==> src/rtl/c_compression_size_engine_if.sv <==
// Algorithm encoding plus the request/result handshake bundle between the
// cache data array (master) and the compression size engine (slave).
package c_compression_pkg;
    typedef enum logic [2:0] {
        ALGO_NO   = 3'd0,
        ALGO_ZERO = 3'd1,
        ALGO_FVC  = 3'd2,
        ALGO_BDI  = 3'd3,
        ALGO_FPC  = 3'd4,
        ALGO_BEST = 3'd5
    } t_CompressionAlgorithm;
endpackage

interface c_compression_size_engine_if #(
    parameter int LINE_BYTES = 64,
    parameter int SIZE_W     = $clog2(LINE_BYTES + 1)
);
    import c_compression_pkg::*;

    logic                      in_valid;
    logic                      in_ready;
    logic [8*LINE_BYTES-1:0]   in_line;
    t_CompressionAlgorithm     in_algo;
    logic                      out_valid;
    logic                      out_ready;
    logic [SIZE_W-1:0]         out_size;
    logic                      out_err;

    modport master (
        output in_valid, in_line, in_algo, out_ready,
        input  in_ready, out_valid, out_size, out_err
    );

    modport slave (
        input  in_valid, in_line, in_algo, out_ready,
        output in_ready, out_valid, out_size, out_err
    );
endinterface

==> src/rtl/c_compression_size_engine.sv <==
// Multi-beat engine returning the compressed size of one cache line under
// NO/ZERO/FVC/BDI/FPC/BEST; the result is held until the consumer takes it.
module c_compression_size_engine
    import c_compression_pkg::*;
#(
    parameter int LINE_BYTES = 64,
    parameter int BEAT_BYTES = 8,
    parameter int SIZE_W     = $clog2(LINE_BYTES + 1)
) (
    input  logic                        clk,
    input  logic                        rst,
    c_compression_size_engine_if.slave  io
);
    localparam int NBEATS   = LINE_BYTES / BEAT_BYTES;
    localparam int BEAT_W   = (NBEATS > 1) ? $clog2(NBEATS) : 1;
    localparam int BEAT_DW  = 8 * BEAT_BYTES;
    localparam int BEAT_SH  = $clog2(BEAT_DW);
    localparam int ACC_W    = SIZE_W + 2;
    localparam int NPAIR    = 6;
    localparam int PAIR_B [NPAIR] = '{8, 8, 8, 4, 4, 2};
    localparam int PAIR_D [NPAIR] = '{1, 2, 4, 1, 2, 1};
    localparam int FPC_OVH  = (3 * (LINE_BYTES / 4) + 7) / 8;

    localparam logic [1:0] S_IDLE   = 2'd0;
    localparam logic [1:0] S_SCAN   = 2'd1;
    localparam logic [1:0] S_FINISH = 2'd2;
    localparam logic [1:0] S_HOLD   = 2'd3;

    localparam logic [BEAT_SH-1:0] BEAT_SH_ZERO = '0;

    // True when v, taken mod 2^w_bits, is a sign-extension of its low n_bits.
    function automatic logic sext_fits(input logic [63:0] v, input int w_bits, input int n_bits);
        logic [63:0] mask;
        logic [63:0] t;
        mask = (w_bits >= 64) ? '1 : ((64'd1 << w_bits) - 64'd1);
        t    = (v + (64'd1 << (n_bits - 1))) & mask;
        return (t >> n_bits) == 64'd0;
    endfunction

    function automatic logic [2:0] fpc_cost(input logic [31:0] w);
        if (w == 32'd0 || sext_fits({32'd0, w}, 32, 8))      return 3'd1;
        else if (sext_fits({32'd0, w}, 32, 16))               return 3'd2;
        else if (w[15:0] == 16'd0)                            return 3'd2;
        else if (sext_fits({48'd0, w[15:0]}, 16, 8) &&
                 sext_fits({48'd0, w[31:16]}, 16, 8))         return 3'd2;
        else if (w[7:0] == w[15:8] && w[15:8] == w[23:16] &&
                 w[23:16] == w[31:24])                        return 3'd1;
        else                                                  return 3'd4;
    endfunction

    logic [1:0]              state_q, state_d;
    logic [BEAT_W-1:0]       beat_q, beat_d;
    logic [8*LINE_BYTES-1:0] line_q, line_d;
    logic [2:0]              algo_q, algo_d;
    logic                    zero_q, zero_d;
    logic                    same8_q, same8_d;
    logic [NPAIR-1:0]        fit_q, fit_d;
    logic [ACC_W-1:0]        fpc_sum_q, fpc_sum_d;
    logic                    out_valid_q, out_valid_d;
    logic [SIZE_W-1:0]       out_size_q, out_size_d;
    logic                    out_err_q, out_err_d;

    logic [BEAT_DW-1:0]      beat_data;
    logic                    beat_zero;
    logic                    beat_same8;
    logic [NPAIR-1:0]        beat_fit;
    logic [ACC_W-1:0]        beat_fpc;

    logic [ACC_W-1:0]        bdi_size;
    logic [ACC_W-1:0]        fpc_raw;
    logic [ACC_W-1:0]        fpc_size;
    logic [ACC_W-1:0]        result_size;
    logic                    result_err;

    // Per-beat contribution; every element is compared against element 0 of the line.
    always_comb begin
        // NOTE: every variable gets a default before any conditional update so no latch is inferred.
        beat_data  = BEAT_DW'(line_q >> {beat_q, BEAT_SH_ZERO});
        beat_zero  = (beat_data == '0);
        beat_same8 = 1'b1;
        beat_fit   = '1;
        beat_fpc   = '0;
        for (int e = 0; e < BEAT_BYTES / 8; e++) begin
            if (64'(beat_data >> (64 * e)) != line_q[63:0]) beat_same8 = 1'b0;
        end
        for (int p = 0; p < NPAIR; p++) begin
            for (int e = 0; e < BEAT_BYTES / PAIR_B[p]; e++) begin
                if (!sext_fits(64'(beat_data >> (8 * PAIR_B[p] * e)) - line_q[63:0],
                               8 * PAIR_B[p], 8 * PAIR_D[p]))
                    beat_fit[p] = 1'b0;
            end
        end
        for (int w = 0; w < BEAT_BYTES / 4; w++) begin
            beat_fpc = beat_fpc + ACC_W'(fpc_cost(32'(beat_data >> (32 * w))));
        end
    end

    always_comb begin
        bdi_size = ACC_W'(LINE_BYTES);
        if (zero_q) bdi_size = ACC_W'(1);
        if (same8_q && ACC_W'(8) < bdi_size) bdi_size = ACC_W'(8);
        for (int p = 0; p < NPAIR; p++) begin
            if (fit_q[p] && ACC_W'(PAIR_B[p] + (LINE_BYTES / PAIR_B[p]) * PAIR_D[p]) < bdi_size)
                bdi_size = ACC_W'(PAIR_B[p] + (LINE_BYTES / PAIR_B[p]) * PAIR_D[p]);
        end
        fpc_raw  = fpc_sum_q + ACC_W'(FPC_OVH);
        fpc_size = (fpc_raw > ACC_W'(LINE_BYTES)) ? ACC_W'(LINE_BYTES) : fpc_raw;

        result_err = 1'b0;
        case (algo_q)
            ALGO_NO:   result_size = ACC_W'(LINE_BYTES);
            ALGO_ZERO: result_size = zero_q ? ACC_W'(1) : ACC_W'(LINE_BYTES);
            ALGO_FVC:  result_size = same8_q ? ACC_W'(8) : ACC_W'(LINE_BYTES);
            ALGO_BDI:  result_size = bdi_size;
            ALGO_FPC:  result_size = fpc_size;
            ALGO_BEST: result_size = (fpc_size < bdi_size) ? fpc_size : bdi_size;
            default: begin
                result_size = ACC_W'(LINE_BYTES);
                result_err  = 1'b1;
            end
        endcase
    end

    always_comb begin
        state_d     = state_q;
        beat_d      = beat_q;
        line_d      = line_q;
        algo_d      = algo_q;
        zero_d      = zero_q;
        same8_d     = same8_q;
        fit_d       = fit_q;
        fpc_sum_d   = fpc_sum_q;
        out_valid_d = out_valid_q;
        out_size_d  = out_size_q;
        out_err_d   = out_err_q;
        case (state_q)
            S_IDLE: begin
                if (io.in_valid) begin
                    line_d    = io.in_line;
                    algo_d    = io.in_algo;
                    zero_d    = 1'b1;
                    same8_d   = 1'b1;
                    fit_d     = '1;
                    fpc_sum_d = '0;
                    beat_d    = '0;
                    state_d   = S_SCAN;
                end
            end
            S_SCAN: begin
                zero_d    = zero_q & beat_zero;
                same8_d   = same8_q & beat_same8;
                fit_d     = fit_q & beat_fit;
                fpc_sum_d = fpc_sum_q + beat_fpc;
                beat_d    = beat_q + 1'b1;
                if (beat_q == BEAT_W'(NBEATS - 1)) begin
                    beat_d  = '0;
                    state_d = S_FINISH;
                end
            end
            S_FINISH: begin
                out_size_d = SIZE_W'(result_size);
                out_err_d  = result_err;
                state_d    = S_HOLD;
            end
            S_HOLD: begin
                // out_valid is itself a flop, so it rises one cycle after HOLD is entered.
                if (out_valid_q && io.out_ready) begin
                    out_valid_d = 1'b0;
                    state_d     = S_IDLE;
                end else begin
                    out_valid_d = 1'b1;
                end
            end
            default: state_d = S_IDLE;
        endcase
    end

    // NOTE: sequential state uses non-blocking assignments so all flops update from pre-edge values.
    always_ff @(posedge clk) begin
        if (rst) begin
            state_q     <= S_IDLE;
            beat_q      <= '0;
            zero_q      <= 1'b0;
            same8_q     <= 1'b0;
            fit_q       <= '0;
            fpc_sum_q   <= '0;
            out_valid_q <= 1'b0;
            out_size_q  <= SIZE_W'(LINE_BYTES);
            out_err_q   <= 1'b0;
        end else begin
            state_q     <= state_d;
            beat_q      <= beat_d;
            zero_q      <= zero_d;
            same8_q     <= same8_d;
            fit_q       <= fit_d;
            fpc_sum_q   <= fpc_sum_d;
            out_valid_q <= out_valid_d;
            out_size_q  <= out_size_d;
            out_err_q   <= out_err_d;
        end
    end

    // NOTE: the captured line and algorithm are payload, always loaded before use, so they carry no reset.
    always_ff @(posedge clk) begin
        line_q <= line_d;
        algo_q <= algo_d;
    end

    assign io.in_ready  = (state_q == S_IDLE);
    assign io.out_valid = out_valid_q;
    assign io.out_size  = out_size_q;
    assign io.out_err   = out_err_q;
endmodule

==> src/flat_wrapper.sv <==
// flat-port wrapper written by rule: the top's interface ports become plain ports
module c_compression_size_engine_flat import c_compression_pkg::*;
#(
    parameter int LINE_BYTES = 64,
    parameter int BEAT_BYTES = 8,
    parameter int SIZE_W     = $clog2(LINE_BYTES + 1)
)
  (clk, rst, io_in_valid, io_in_line, io_in_algo, io_out_ready, io_in_ready, io_out_valid, io_out_size, io_out_err);
  c_compression_size_engine_if #(.LINE_BYTES(LINE_BYTES), .SIZE_W(SIZE_W)) io_i ();
  input  logic clk;
  input  logic rst;
  input wire logic [$bits(io_i.in_valid)-1:0] io_in_valid;
  input wire logic [$bits(io_i.in_line)-1:0] io_in_line;
  input wire logic [$bits(io_i.in_algo)-1:0] io_in_algo;
  input wire logic [$bits(io_i.out_ready)-1:0] io_out_ready;
  output wire logic [$bits(io_i.in_ready)-1:0] io_in_ready;
  output wire logic [$bits(io_i.out_valid)-1:0] io_out_valid;
  output wire logic [$bits(io_i.out_size)-1:0] io_out_size;
  output wire logic [$bits(io_i.out_err)-1:0] io_out_err;
  assign io_i.in_valid = io_in_valid;
  assign io_i.in_line = io_in_line;
  assign io_i.in_algo = io_in_algo;
  assign io_i.out_ready = io_out_ready;
  assign io_in_ready = io_i.in_ready;
  assign io_out_valid = io_i.out_valid;
  assign io_out_size = io_i.out_size;
  assign io_out_err = io_i.out_err;
  c_compression_size_engine #(.LINE_BYTES(LINE_BYTES), .BEAT_BYTES(BEAT_BYTES), .SIZE_W(SIZE_W)) u_core (.clk(clk), .rst(rst), .io(io_i));
endmodule
==> config.mk <==
export PLATFORM = sky130hd
export DESIGN_NAME = c_compression_size_engine_flat
export DESIGN_NICKNAME = d
export VERILOG_FILES = /design/src/rtl/c_compression_size_engine_if.sv /design/src/rtl/c_compression_size_engine.sv /design/src/flat_wrapper.sv
export SDC_FILE = /design/constraint.sdc
export NUM_CORES = 1
export LEC_CHECK = 0
export ABC_AREA = 1
export BUFFER_PORTS_ARGS = -buffer_cell sky130_fd_sc_hd__clkbuf_2
export CAP_MARGIN = 20
export CORE_AREA = 2 2 302 304
export DETAILED_ROUTE_END_ITERATION = 10
export DIE_AREA = 0 0 304 306
export PLACE_DENSITY = 0.61
export SLEW_MARGIN = 20
export SYNTH_ARGS = -nofsm -noshare
export SYNTH_HDL_FRONTEND = slang
export SYNTH_SLANG_ARGS = --single-unit
export TNS_END_PERCENT = 20
==> constraint.sdc <==
create_clock -name clk -period 36.7 [get_ports clk]
set_clock_uncertainty 0.2 [all_clocks]
set_input_delay 3.67 -clock clk [delete_from_list [all_inputs] [get_ports clk]]
set_output_delay 3.67 -clock clk [all_outputs]
set_load 0.02 [all_outputs]
==> reports/qor.csv, run 1 <==
metric,value,unit
status,finished clean,
crit path DAT,8.37,ns
Post-CTS Setup Inserts,0,
crit path max fanout,75,
worst-skew pair later-pin latency,0.68,ns
fin nets,6465,
"Remaining Overflow, GRT",0,
setup_tns,0,ns
Detailed Place HPWL,130000,um
post-placement cell area,43700,um2
design area,45700,um2
DR vias,38700,
Max-Cap Viols,0,
"setup slack, reg-to-reg",28.68,ns
RSZ-0062 raised after global routing,false,
cts repair resizes,0,
CP endpoint kind,register,
layout cells sized above 1,17.1,%
"Cell Area, Synth",40000,um2
Min-Delay Path Class,reg2reg,
# port buffers,528,
most area-consuming cells after synthesis,"edfxtp_1 (39%), nand2_1 (12%), nor2_1 (6.2%)",
Inserted Clock Buffers,59,
Max Slew Vio Count,0,
Die X,304,um
DRT Pass-1 Iters,9,
leading area contributor after synthesis,edfxtp_1,
initial antenna violation count,15,
highest-delay cell along the critical path,buf_4,
Post-DRT Antenna Nets,0,
first-pass GRT wire length,233000,um
number of global-route vias before repair,36600,
clock sink count,546,
Critical Path Start Type,register,
"FF+latch count, synth",546,
DRC Markers,0,
cells after synthesis,5254,
Fmax,0.125,GHz
WP data required,37.06,ns
CTS Buffer Depth,3,
"Reg clk slew, reported paths",0.06,ns
ys flop type,edfxtp_1,
syn avg cell area,7.62,um2
"EDFF count, synth",515,
Synth top area share,38.6,%
Multi-input gate area,20700,um2
Most common cell on crit path,nor2_1,
crit path kind,reg2reg,
H-Tree Depth,2,
synthesis-to-layout area growth,14.1,%
DRT Wirelength,160000,um
Hold Buf Count CTS,0,
filler cell count,8865,
Synth warnings,0,
Root Buffer,clkbuf_16,
most frequent cells after synthesis,"nand2_1 (1277), nor2_1 (662), inv_1 (607), edfxtp_1 (515), o21ai_0 (344)",
DR iter-0 viols,3948,
post-synthesis sequential area ratio,40.2,%
CTS tree,built,
starting density of the core,44.7,%
pwr/cell area,96.6,nW/um2
GRT Overall Usage,33.6,%
vias per cell,5.53,
"count leader, synth",nand2_1,
Routed wire per std cell,22.9,um
Core Area,89600,um2
Max VDD drop,0.0539,mV
FP Rows,110,
final hold vios,0,
IO Pins,529,
final setup vio count,0,
Syn Nets,5953,
routability cong.,1.04,
FF/Latch Area,16100,um2
post-synthesis cell type count,66,
Worst-Margin Slew,1.06,ns
Slew HR,29.3,%
chip height,306,um
pin count of the biggest net entering global routing,179,
leakage power,0.0201,uW
post-synthesis async set-or-reset flop share,0,%
CP max stage delay,0.71,ns
crit path time final,8.02,ns
crit share post-route,21.8,%
die area,93000,um2
==> placed cells by master (no fill, tap or decap), types with 7 or more instances in the layout <==
cell and count:
nand4_1 88, edfxtp_1 515, o211ai_1 20, nor2_2 73, nor2_4 35, a21oi_1 247, inv_1 604, xor2_1 138
nand3_2 13, clkbuf_1 10, o221ai_1 17, nor2_1 662, clkbuf_16 60, ha_1 178, a21oi_2 8, buf_4 27
inv_2 53, o21a_1 12, a31oi_1 15, o21ai_2 18, xnor2_1 21, nor3_1 57, clkinv_1 26, or2_2 7
diode_2 13, nand3b_1 17, a21o_1 11, o21bai_1 15, clkinv_2 7, nor3_2 10, o22ai_1 51, clkbuf_2 528
nand2_2 103, nand2_4 9, nand3_1 315, o21ai_0 343, nor4_1 33, nand2_1 1277, dfxtp_1 28, o21ai_1 87
==> layer usage <==
metal | share of wire (%) | GRT usage (%)
met5 | 0.0075 | 0
met4 | 5.0 | 15.4
met3 | 6.6 | 4.38
met2 | 46 | 54.9
met1 | 42 | 44.4
==> critical path: cells and delay by family (launching register included) <==
family                     cells  cell delay (ns)
and+or+nand+nor               20             2.40
buffers and inverters          6             2.16
AOI/OAI and AO/OA              5             1.25
adders and majority gates      3             0.98
DFF                            1             0.38
xor gates and xnor gates       1             0.36
==> registers in the layout, indices dropped and copies added, names as in the netlist <==
register and cells:
u_core.io.out_size 7, u_core.io.out_valid 1, u_core.fit_q 6, u_core.algo_q 3, u_core.zero_q 1, u_core.fpc_sum_q 9
u_core.same8_q 1, u_core.io.out_err 1, u_core.beat_q 3, u_core.line_q 512, u_core.state_q 2
==> stage by stage <==
stage | hold WS (ns) | setup slack, ns | utilization [%] | instances | total power, uW
3_3_place_gp | 0.255 | 28.80 | 48.7 | 6881 | 3730
3_5_place_dp | 0.258 | 28.77 | 48.7 | 6881 | 3740
4_1_cts | 0.270 | 28.81 | 50.9 | 6991 | 4340
5_1_grt | 0.277 | 27.99 | 51.0 | 7004 | 4720
6_report | 0.266 | 28.68 | 51.0 | 7004 | 4410
2_1_floorplan | 0.249 | 19.61 | - | 5254 | 2960
==> final timing paths <==
path                                            start                    end  cells after the start
worst min register to register  u_core.io.out_size[1]  u_core.io.out_size[1]                      2
worst max register to register       u_core.beat_q[0]    u_core.fpc_sum_q[7]                     35
worst max-delay path                 u_core.beat_q[0]    u_core.fpc_sum_q[7]                     35
worst min-delay path            u_core.io.out_size[1]  u_core.io.out_size[1]                      2
==> cell type report <==
cell class	instances	area share, %
Antenna cell	13	0.0713
Clock buffer	70	3.37
Clock inverter	40	0.907
Inverter	669	5.55
Multi-Input combinational cell	3934	45.3
Sequential cell	546	35.3
Tap cell	1176	3.22
Timing Repair Buffer	556	6.28
==> cells by family after synthesis <==
group	share of synthesized area, %
flops	40.2
compound gates	12.3
fa+ha+maj	5.67
buf+inv	8.07
xor+xnor	3.48
simple gates	30.3
==> power by group <==
part	total, uW	switching [uW]	leakage, uW	internal [uW]
clock network	598	255	0.000939	344
registers	888	39.3	0.00512	849
logic	2930	2130	0.0141	799
total	4410	2420	0.0201	1990
Power figures use the tool's default switching activity.
==> run 2: changes to the inputs <==
==> constraint.sdc (replaced) <==
create_clock -name clk -period 7.4 [get_ports clk]
set_clock_uncertainty 0.2 [all_clocks]
set_input_delay 0.74 -clock clk [delete_from_list [all_inputs] [get_ports clk]]
set_output_delay 0.74 -clock clk [all_outputs]
set_load 0.02 [all_outputs]
==> run 2 against run 1 <==
Compared with the run above:
- sequential power increased to 5.0 times the previous value
- global-route usage increased by 2.1 points
- worst setup slack got worse by 28 ns
- sequential share of layout area decreased by 0.38 points
- critical path type unchanged
- first-iteration DRC count about the same
- core utilization increased by 0.55 points
- final area increased by 1.1%
- clock power increased to 4.8 times the previous value
- non-clock buffer count increased by 62
- fmax increased by 15%
- cell count increased by 0.80%
- routed wire length increased by 6.8%
- largest cell class unchanged
==> reports/qor.csv, run 2 (synthesized netlist as in run 1, its figures left out) <==
metric,value,unit,change
status,finished clean,,
Detailed Place HPWL,139000,um,+7.1%
DRC Markers,0,,unchanged
# port buffers,528,,unchanged
chip height,306,um,unchanged
CTS tree,built,,
synthesis-to-layout area growth,15.3,%,
M2 GR Usage,59.0,%,+4.0 points
dpl cells,6938,,+0.83%
final std cells w/o fill,7060,,+0.80%
crit path max fanout,73,,-2.7%
Largest register FFs,512,,unchanged
worst-skew pair later-pin latency,0.69,ns,about the same
Root Buffer,clkbuf_16,,
first-pass GRT wire length,245000,um,+4.9%
crit path time final,6.95,ns,-1.06 ns
met1 Resource Use GR,45.4,%,+0.99 points
CTS Buffer Depth,3,,unchanged
Post-CTS Setup Inserts,0,,unchanged
Top Usage Layer GRT,met2,,
Max VDD drop,0.296,mV,+450%
RSZ-0062 raised after global routing,false,,
DR iter-0 viols,3945,,-0.076%
clock sink count,546,,unchanged
pin count of the biggest net entering global routing,159,,-11%
crit path kind,reg2reg,,
"Reg clk slew, reported paths",0.07,ns,about the same
H-Tree Depth,2,,unchanged
leakage power,0.0204,uW,+1.4%
Fmax,0.144,GHz,+15%
Critical Path Start Type,register,,
WP data required,7.82,ns,-29.24 ns
highest-delay cell along the critical path,ha_1,,
most frequent cells in the layout,"nand2_1 (1275), nor2_1 (661), inv_1 (604)",,
Die X,304,um,unchanged
DRT Pass-1 Iters,8,,-1
"Remaining Overflow, GRT",0,,unchanged
Min-Delay Path Class,in2reg,,
Max-Cap Viols,0,,unchanged
final setup vio count,0,,unchanged
CP max stage delay,0.47,ns,-0.24 ns
vias per cell,5.60,,+1.3%
IO Pins,529,,unchanged
"most common cell after layout, fill and taps aside",nand2_1,,
die area,93000,um2,unchanged
number of global-route vias before repair,37300,,+2.0%
DR vias,39500,,+2.1%
fin nets,6527,,+0.96%
DRT Wirelength,171000,um,+6.8%
Post-DRT Antenna Nets,0,,unchanged
layout cells sized above 1,17.9,%,+0.87 points
routability cong.,1.07,,+2.3%
met3 usage,5.83,%,+1.5 points
Inserted Clock Buffers,59,,unchanged
crit path DAT,7.38,ns,-0.99 ns
Most common cell on crit path,nand2_1,,
Slew HR,32.4,%,+3.1 points
pwr/cell area,485,nW/um2,+400%
FP Rows,110,,unchanged
Worst-Margin Slew,1.00,ns,-0.0574 ns
crit share post-route,94.0,%,+72 points
CP endpoint kind,register,,
GRT Overall Usage,35.6,%,+2.1 points
Core Area,89600,um2,unchanged
initial antenna violation count,16,,+1
final core utilization,51.5,%,+0.55 points
starting density of the core,44.7,%,unchanged
Largest Register,u_core.line_q,,
final hold vios,0,,unchanged
Routed wire per std cell,24.3,um,+5.9%
cts repair resizes,0,,unchanged
Max Slew Vio Count,0,,unchanged
-- run 2: repair_timing --
item,4_1_cts,5_1_grt
hold buffers,5,0
hold endpoints to repair,5,0
endpoints found under the setup margin,0,0
-- run 2: metal layers --
layer | wire, um | vias to the layer above
met2 | 79200 | 1796
met4 | 9590 | 10
met5 | 63 | -
met1 | 69400 | 18600
li1 | - | 18700
met3 | 13000 | 365
-- run 2: final timing paths --
path / from / to / slack, ns / depth (start not counted)
min: io_in_line[416] / u_core.line_q[416] / 0.02 / 1
min reg2reg: u_core.io.out_size[0] / u_core.io.out_size[0] / 0.26 / 2
max: u_core.beat_q[0] / u_core.fit_q[1] / 0.45 / 32
max reg2reg: u_core.beat_q[0] / u_core.fit_q[1] / 0.45 / 32
-- run 2: area by class of cell --
cell class | count | area (um2)
Sequential cell | 546 | 16100
Clock buffer | 76 | 1560
Inverter | 669 | 2530
Timing Repair Buffer | 618 | 3470
Multi-Input combinational cell | 3934 | 20700
Tap cell | 1176 | 1470
Antenna cell | 12 | 30.0
Fill cell | 8871 | 43400
Clock inverter | 29 | 254
-- run 2: report_power, final --
part	internal, uW	switching (uW)
clock network	1570	1300
logic	4140	11000
registers	4200	210
total	9910	12500
-- run 2: critical path: cells and delay by family (launching register included) --
family                   cells  cell delay (ns)
buffers and inverters        6             1.22
AND/OR/NAND/NOR             21             3.65
flip-flops                   1             0.43
AO/OA/AOI/OAI                4             0.83
adder cells (fa/ha/maj)      1             0.47
-- run 2: through the flow --
stage	instance area, um2	setup slack [ns]	hold WS, ns	setup TNS [ns]	power [uW]
floorplan	40000	-2.27	0.249	-923.03	14500
global placement	44300	0.568	0.254	0	19100
detailed placement	44300	0.660	0.259	0	19100
CTS	46100	0.657	0.000215	0	22000
global route	46100	0.189	0.0117	0	23800
finish	46100	0.445	0.0215	0	22400
